### config.mk
export PLATFORM = sky130hd
export DESIGN_NAME = stage3
export DESIGN_NICKNAME = d
export VERILOG_FILES = /design/src/rtl/stage3_pkg.sv /design/src/rtl/stage3_alu.sv /design/src/rtl/stage3.sv
export SDC_FILE = /design/constraint.sdc
export NUM_CORES = 1
export LEC_CHECK = 0
export CAP_MARGIN = 20
export CORE_MARGIN = 3
export CORE_UTILIZATION = 49
export CTS_CLUSTER_DIAMETER = 120
export DETAILED_ROUTE_END_ITERATION = 10
export GPL_TIMING_DRIVEN = 0
export PLACE_DENSITY = 0.89
export SKIP_LAST_GASP = 1
export SLEW_MARGIN = 20
export SYNTH_ARGS = -nofsm -noshare
export SYNTH_HDL_FRONTEND = slang
export SYNTH_SLANG_ARGS = --single-unit
### constraint.sdc
create_clock -name clk -period 8 [get_ports clk]
set_input_delay 1.6 -clock clk [delete_from_list [all_inputs] [get_ports clk]]
set_output_delay 1.6 -clock clk [all_outputs]
set_load 0.02 [all_outputs]
### src/rtl/stage3_pkg.sv
// Shared EX-stage definitions: datapath/register-index widths and ALU op encodings.
// Also consumed by the decode stage so both sides agree on aluop values.
package stage3_pkg;

  localparam int unsigned XLEN    = 32;
  localparam int unsigned RegIdxW = 6;

  typedef enum logic [2:0] {
    AluAdd   = 3'b000,
    AluSub   = 3'b001,
    AluNeg   = 3'b010,
    AluPassB = 3'b011,
    AluAnd   = 3'b100,
    AluOr    = 3'b101,
    AluZero0 = 3'b110,
    AluZero1 = 3'b111
  } alu_op_e;

endpackage

### src/rtl/stage3_alu.sv
// Combinational EX-stage ALU with zero / negative detect on the result.
// Ports:
//   a, b    in  XLEN  operands
//   op      in  3     operation code (stage3_pkg::alu_op_e)
//   result  out XLEN  ALU result, modulo 2^XLEN
//   zero    out 1     result == 0
//   neg     out 1     result sign bit
module stage3_alu
  import stage3_pkg::*;
(
  input  logic [XLEN-1:0] a,
  input  logic [XLEN-1:0] b,
  input  logic [2:0]      op,
  output logic [XLEN-1:0] result,
  output logic            zero,
  output logic            neg
);

  always_comb begin
    result = '0;
    case (alu_op_e'(op))
      AluAdd:   result = a + b;
      AluSub:   result = a - b;
      AluNeg:   result = '0 - a;
      AluPassB: result = b;
      AluAnd:   result = a & b;
      AluOr:    result = a | b;
      default:  result = '0;
    endcase
  end

  assign zero = (result == '0);
  assign neg  = result[XLEN-1];

endmodule

### src/rtl/stage3.sv
// EX stage: operand select, ALU, zero/negative flags, branch resolution and the
// EX/MEM pipeline register. All outputs are registered (one-cycle latency).
// A taken branch in EX/MEM squashes the instruction being captured behind it.
// Optional build macro STAGE3_FWD_EN enables EX/MEM-to-EX operand forwarding;
// without it rs1/rs2 are ignored.
// Ports:
//   clk, rst                      clock, synchronous active-high reset
//   in_valid, stall, flush        slot valid, hold everything, squash capture
//   imm, rd1, rd2, pc             immediate, source operands, instruction PC
//   rd, rs1, rs2                  register indices
//   brz, brn, j, regw, memw,
//   memr, alusrc, aluop           decoded control
//   out_valid, out_regw, out_memw,
//   out_memr, out_result,
//   out_store, out_rd             EX/MEM register
//   out_taken, out_target         redirect to fetch
module stage3
  import stage3_pkg::*;
(
  input  logic               clk,
  input  logic               rst,
  input  logic               in_valid,
  input  logic               stall,
  input  logic               flush,
  input  logic [XLEN-1:0]    imm,
  input  logic [XLEN-1:0]    rd1,
  input  logic [XLEN-1:0]    rd2,
  input  logic [XLEN-1:0]    pc,
  input  logic [RegIdxW-1:0] rd,
  input  logic [RegIdxW-1:0] rs1,
  input  logic [RegIdxW-1:0] rs2,
  input  logic               brz,
  input  logic               brn,
  input  logic               j,
  input  logic               regw,
  input  logic               memw,
  input  logic               memr,
  input  logic               alusrc,
  input  logic [2:0]         aluop,
  output logic               out_valid,
  output logic               out_regw,
  output logic               out_memw,
  output logic               out_memr,
  output logic [XLEN-1:0]    out_result,
  output logic [XLEN-1:0]    out_store,
  output logic [RegIdxW-1:0] out_rd,
  output logic               out_taken,
  output logic [XLEN-1:0]    out_target
);

  logic               valid_q, regw_q, memw_q, memr_q, taken_q;
  logic               valid_d, regw_d, memw_d, memr_d, taken_d;
  logic [XLEN-1:0]    result_q, store_q, target_q;
  logic [XLEN-1:0]    result_d, store_d, target_d;
  logic [RegIdxW-1:0] rd_q, rd_d;
  logic               z_flag, n_flag;

  logic [XLEN-1:0] src1, src2, op_b, alu_result;
  logic            alu_zero, alu_neg;
  logic            capture, flag_upd;
  logic            unused_pc;

  assign unused_pc = ^pc;

`ifdef STAGE3_FWD_EN
  logic fwd_ok;
  // Loads are not forwardable: their data is not known until MEM.
  assign fwd_ok = valid_q & regw_q & ~memr_q;
  assign src1   = (fwd_ok && (rs1 == rd_q)) ? result_q : rd1;
  assign src2   = (fwd_ok && (rs2 == rd_q)) ? result_q : rd2;
`else
  logic unused_rs;
  assign unused_rs = ^{rs1, rs2};
  assign src1      = rd1;
  assign src2      = rd2;
`endif

  assign op_b = alusrc ? imm : src2;

  stage3_alu u_alu (
    .a      (src1),
    .b      (op_b),
    .op     (aluop),
    .result (alu_result),
    .zero   (alu_zero),
    .neg    (alu_neg)
  );

  // The slot directly behind a taken branch is the shadow slot and is killed.
  assign capture  = in_valid & ~flush & ~taken_q;
  assign flag_upd = capture & regw & ~memr;

  always_comb begin
    valid_d  = 1'b0;
    regw_d   = 1'b0;
    memw_d   = 1'b0;
    memr_d   = 1'b0;
    taken_d  = 1'b0;
    result_d = '0;
    store_d  = '0;
    target_d = '0;
    rd_d     = '0;
    if (capture) begin
      valid_d  = 1'b1;
      regw_d   = regw;
      memw_d   = memw;
      memr_d   = memr;
      // Flags here are the values before this instruction's own update.
      taken_d  = j | (brz & z_flag) | (brn & n_flag);
      result_d = alu_result;
      store_d  = src2;
      target_d = taken_d ? src1 : '0;
      rd_d     = rd;
    end
  end

  always_ff @(posedge clk) begin
    if (rst) begin
      valid_q  <= 1'b0;
      regw_q   <= 1'b0;
      memw_q   <= 1'b0;
      memr_q   <= 1'b0;
      taken_q  <= 1'b0;
      result_q <= '0;
      store_q  <= '0;
      target_q <= '0;
      rd_q     <= '0;
      z_flag   <= 1'b0;
      n_flag   <= 1'b0;
    end else if (!stall) begin
      valid_q  <= valid_d;
      regw_q   <= regw_d;
      memw_q   <= memw_d;
      memr_q   <= memr_d;
      taken_q  <= taken_d;
      result_q <= result_d;
      store_q  <= store_d;
      target_q <= target_d;
      rd_q     <= rd_d;
      if (flag_upd) begin
        z_flag <= alu_zero;
        n_flag <= alu_neg;
      end
    end
  end

  assign out_valid  = valid_q;
  assign out_regw   = regw_q;
  assign out_memw   = memw_q;
  assign out_memr   = memr_q;
  assign out_taken  = taken_q;
  assign out_result = result_q;
  assign out_store  = store_q;
  assign out_target = target_q;
  assign out_rd     = rd_q;

endmodule

==> results_dict.tcl <==
set metrics [dict create \
    run_status "finished clean" \
    synth_flop_type "sky130_fd_sc_hd__dfxtp_1" \
    initial_core_util_pct 50.5 \
    worst_pin_slew_ps 954 \
    io_buffers 222 \
    drt_drc_violations_left 0 \
    numCtsBuffers 9 \
    clock_tree_from_tritoncts "yes" \
    cp_data_arrival_time_ps 8090 \
    track_usage_pct 36.9 \
    routabilityCongestion 0.989 \
    antenna_found_initial 1 \
    slew_headroom_pct 36.4 \
    grt_use_met1_pct 48.7 \
    hp-start "out_result[6]$_SDFFE_PP0N_" \
    avgSynthCellArea_um2 7.63 \
    cp.required_ps 8310 \
    report.final.slew_viol_count 0 \
    worst_hold_path.num_cells 2 \
    placement.cell_area_um2 11300 \
    grtUsageMet3_pct 7.14 \
    post_route_cell_area_um2 11700 \
    yosysUniqueCellTypes 86 \
    critical_path_fanout_max 10 \
    instances_no_fill 1620 \
    summed_instance_area_of_the_synthesized_netlist_um2 8820 \
    number_of_global_route_vias_before_repair 10000 \
    synth-seq-cells 109 \
    async_set_or_reset_flop_fraction_in_the_synthesized_netlist_pct 0 \
    first_pass_iters 6 \
    yosys_warnings 0 \
    clock_sinks 109 \
    synth.area.top_cells "sky130_fd_sc_hd__dfxtp_1 25%, sky130_fd_sc_hd__a22oi_1 8.7%, sky130_fd_sc_hd__nor2_1 7.2%, sky130_fd_sc_hd__ha_1 5.0%, sky130_fd_sc_hd__xnor2_1 4.4%" \
    clk_pin_slew_ps 80 \
    endpoint_of_the_most_critical_register_to_register_path "z_flag$_SDFFE_PP0P_" \
    rsz_0062_raised_after_global_routing "no" \
    hold_viol_final 0 \
    post-route-min-period_ps 7780 \
    global_route.overflow_total 0 \
    timing.fmax_mhz 129 \
    finish.net_count 1587 \
    die_w_um 140 \
    synth_enable_flop_cells 0 \
    setup_viol 0 \
    fp.dieArea_um2 19700 \
    maxCapViolations 0 \
    regToRegStartpoint "out_taken$_SDFFE_PP0N_" \
    grt_start_max_net_pins 21 \
    hold_ws_ps 476 \
    synth_top_area_share_pct 24.7 \
    die_ht_um 140 \
    synth_largest_area_cell "sky130_fd_sc_hd__dfxtp_1" \
    timing.setup.tns_ps 0 \
    cts_h_tree_depth 3 \
    crit_type "primary input to flip-flop" \
    antenna_cells_inserted 0 \
    reg2reg_setup_slack_ps 4580 \
    global_route.usage.met2_pct 58.8 \
    timing.final.ws_setup_ps 225 \
    timing.critical_path.max_delay_family "compound AO/OA/AOI/OAI gates" \
    place.detailed.instances 1603 \
    synthesis.nets 1353 \
    global_route_wire_length_before_repair_um 57000 \
    cts_max_path_buffers 2 \
    hold_path_class "flip-flop to flip-flop" \
    detail-route-antenna-nets 0 \
    dp.final_hpwl_um 29900 \
    critPathMaxStageDelay_ps 580 \
    wl_per_cell_um 23.4 \
    yosysSeqAreaShare_pct 24.7 \
    critPathMostFrequentCell "sky130_fd_sc_hd__buf_6" \
    vdd.ir_drop.worst_uv 135 \
    post_route_cells_drive_above_1_share_pct 5.95 \
    crit_path_end_kind "flip-flop" \
    num_rows 48 \
    cts_hold_buf 0 \
    ioPinCount 268 \
    power_per_cell_area_nw_per_um2 147 \
    flow.area_growth_from_synthesis_pct 32.6 \
    core_um2 17500 \
    cellLeakagePower_nw 4.16 \
    critical_path.startpoint_type "primary input" \
    cp_num_buf_inv 6 \
    detailedPlace.worstSlack_ps -495 \
    grt_busiest_layer "met2" \
    dr_total_vias 10600 \
    rr_worst_depth 9 \
    worst_clock_skew_ps 12.0 \
    first_iter_violations 1248 \
    worst_path_max_delay_cell "sky130_fd_sc_hd__clkdlybuf4s50_1" \
    clock-root-buffer "sky130_fd_sc_hd__clkbuf_16" \
    drt_total_wl_um 38000 \
    worst_hold_path.endpoint "out_result[6]$_SDFFE_PP0N_" \
    clock_latency_ps 360 \
    synth_cells 1156 \
    layout_worst_path_cycle_share_pct 97.2 \
    routed_via_density 6.53 \
]
## sequential cells by signal, indices dropped and copies added, names as in the netlist
| register | count |
|---|---|
| z_flag | 1 |
| out_target | 32 |
| out_memr | 1 |
| out_memw | 1 |
| out_valid | 1 |
| out_result | 32 |
| out_regw | 1 |
| n_flag | 1 |
| out_taken | 1 |
| out_store | 32 |
| out_rd | 6 |
## placed cells by master (no fill, tap or decap), types with 35 or more instances in the layout
cell type,count
sky130_fd_sc_hd__a22oi_1,102
sky130_fd_sc_hd__ha_1,35
sky130_fd_sc_hd__xnor2_1,44
sky130_fd_sc_hd__o21ai_0,67
sky130_fd_sc_hd__clkbuf_1,59
sky130_fd_sc_hd__nand2_1,78
sky130_fd_sc_hd__nor2_1,169
sky130_fd_sc_hd__dfxtp_1,109
sky130_fd_sc_hd__a21oi_1,75
sky130_fd_sc_hd__clkdlybuf4s50_1,222
## stage by stage
| step | power [mW] | utilization (%) |
|---|---|---|
| floorplan | 0.977 | - |
| global placement | 1.22 | 64.8 |
| detailed placement | 1.22 | 64.8 |
| CTS | 1.69 | 66.7 |
| global route | 1.78 | 66.9 |
| finish | 1.72 | 66.9 |
## cells in the mapped netlist, types with 6 or more instances
library cell and instances:
sky130_fd_sc_hd__ha_1 35, sky130_fd_sc_hd__mux2i_1 21, sky130_fd_sc_hd__nand3_1 33, sky130_fd_sc_hd__nor3b_1 7, sky130_fd_sc_hd__xor2_1 21, sky130_fd_sc_hd__nand4_1 15, sky130_fd_sc_hd__o21a_1 9, sky130_fd_sc_hd__dfxtp_1 109
sky130_fd_sc_hd__inv_1 27, sky130_fd_sc_hd__mux2_2 20, sky130_fd_sc_hd__and3_1 6, sky130_fd_sc_hd__or3_1 12, sky130_fd_sc_hd__maj3_1 23, sky130_fd_sc_hd__nor4_1 13, sky130_fd_sc_hd__xnor2_1 44, sky130_fd_sc_hd__clkbuf_8 7
sky130_fd_sc_hd__nand2_1 79, sky130_fd_sc_hd__nor2_1 169, sky130_fd_sc_hd__nor2b_1 9, sky130_fd_sc_hd__o21ai_1 6, sky130_fd_sc_hd__o211ai_1 9, sky130_fd_sc_hd__and2_1 6, sky130_fd_sc_hd__clkbuf_1 61, sky130_fd_sc_hd__nor3_1 28
sky130_fd_sc_hd__o21ai_0 69, sky130_fd_sc_hd__a21oi_1 76, sky130_fd_sc_hd__a22oi_1 102, sky130_fd_sc_hd__a21o_1 8, sky130_fd_sc_hd__a211oi_1 6, sky130_fd_sc_hd__a221oi_1 9
## logic make-up (layout without fill, tap and decap cells)
logic type                 count (synthesis)  in the layout  share of synthesized area (%)
and+or+nand+nor                          413            413                           22.5
AOI/OAI and AO/OA                        358            358                           27.3
DFF                                      109            109                           24.7
buffers and inverters                    108            347                           5.84
xor gates and xnor gates                  65             65                           6.45
adders and majority gates                 60             60                           7.93
muxes                                     43             43                           5.26
## how the worst max path moves through the flow
stage                 from                   to  slack [ps]  depth (start not counted)
global route        alusrc  z_flag$_SDFFE_PP0P_          50                         26
CTS                 alusrc  z_flag$_SDFFE_PP0P_           5                         26
detailed placement  alusrc  z_flag$_SDFFE_PP0P_        -490                         26
global placement    alusrc  z_flag$_SDFFE_PP0P_        -460                         26
floorplan           alusrc  z_flag$_SDFFE_PP0P_        1630                         25
finish              alusrc  z_flag$_SDFFE_PP0P_         220                         26
## repair_timing
item                       in CTS  in global routing
gates resized for setup         5                 12
setup buffers                   0                  1
gates cloned                    0                  0
setup endpoints to repair       3                  6
## power breakdown
| group | total [mW] | internal, mW | leakage (nW) | switching (mW) |
|---|---|---|---|---|
| clock network | 0.475 | 0.229 | 0.148 | 0.246 |
| registers | 0.561 | 0.554 | 0.882 | 0.00671 |
| logic | 0.680 | 0.265 | 3.13 | 0.415 |
| total | 1.72 | 1.05 | 4.16 | 0.668 |
## metal layers
metal / routed length, um / up-vias
met5: 0 / -
met4: 1710 / 0
met3: 3970 / 103
met2: 17000 / 691
met1: 15300 / 5033
li1: - / 4755
## worst min-delay path, delay by kind of cell (launching register included)
kind | cells | cell delay [ps]
AOI/OAI and AO/OA | 1 | 60
DFF | 1 | 320
and+or+nand+nor | 1 | 60
## layout make-up
type / count / area (um^2)
Clock inverter: 6 / 62.6
Buffer: 81 / 423
Sequential cell: 109 / 2180
Tap cell: 225 / 282
Inverter: 27 / 101
Multi-Input combinational cell: 939 / 6180
Clock buffer: 10 / 239
Timing Repair Buffer: 223 / 2230
Fill cell: 1495 / 5780
Note: power is estimated with default switching activity, not from simulation.
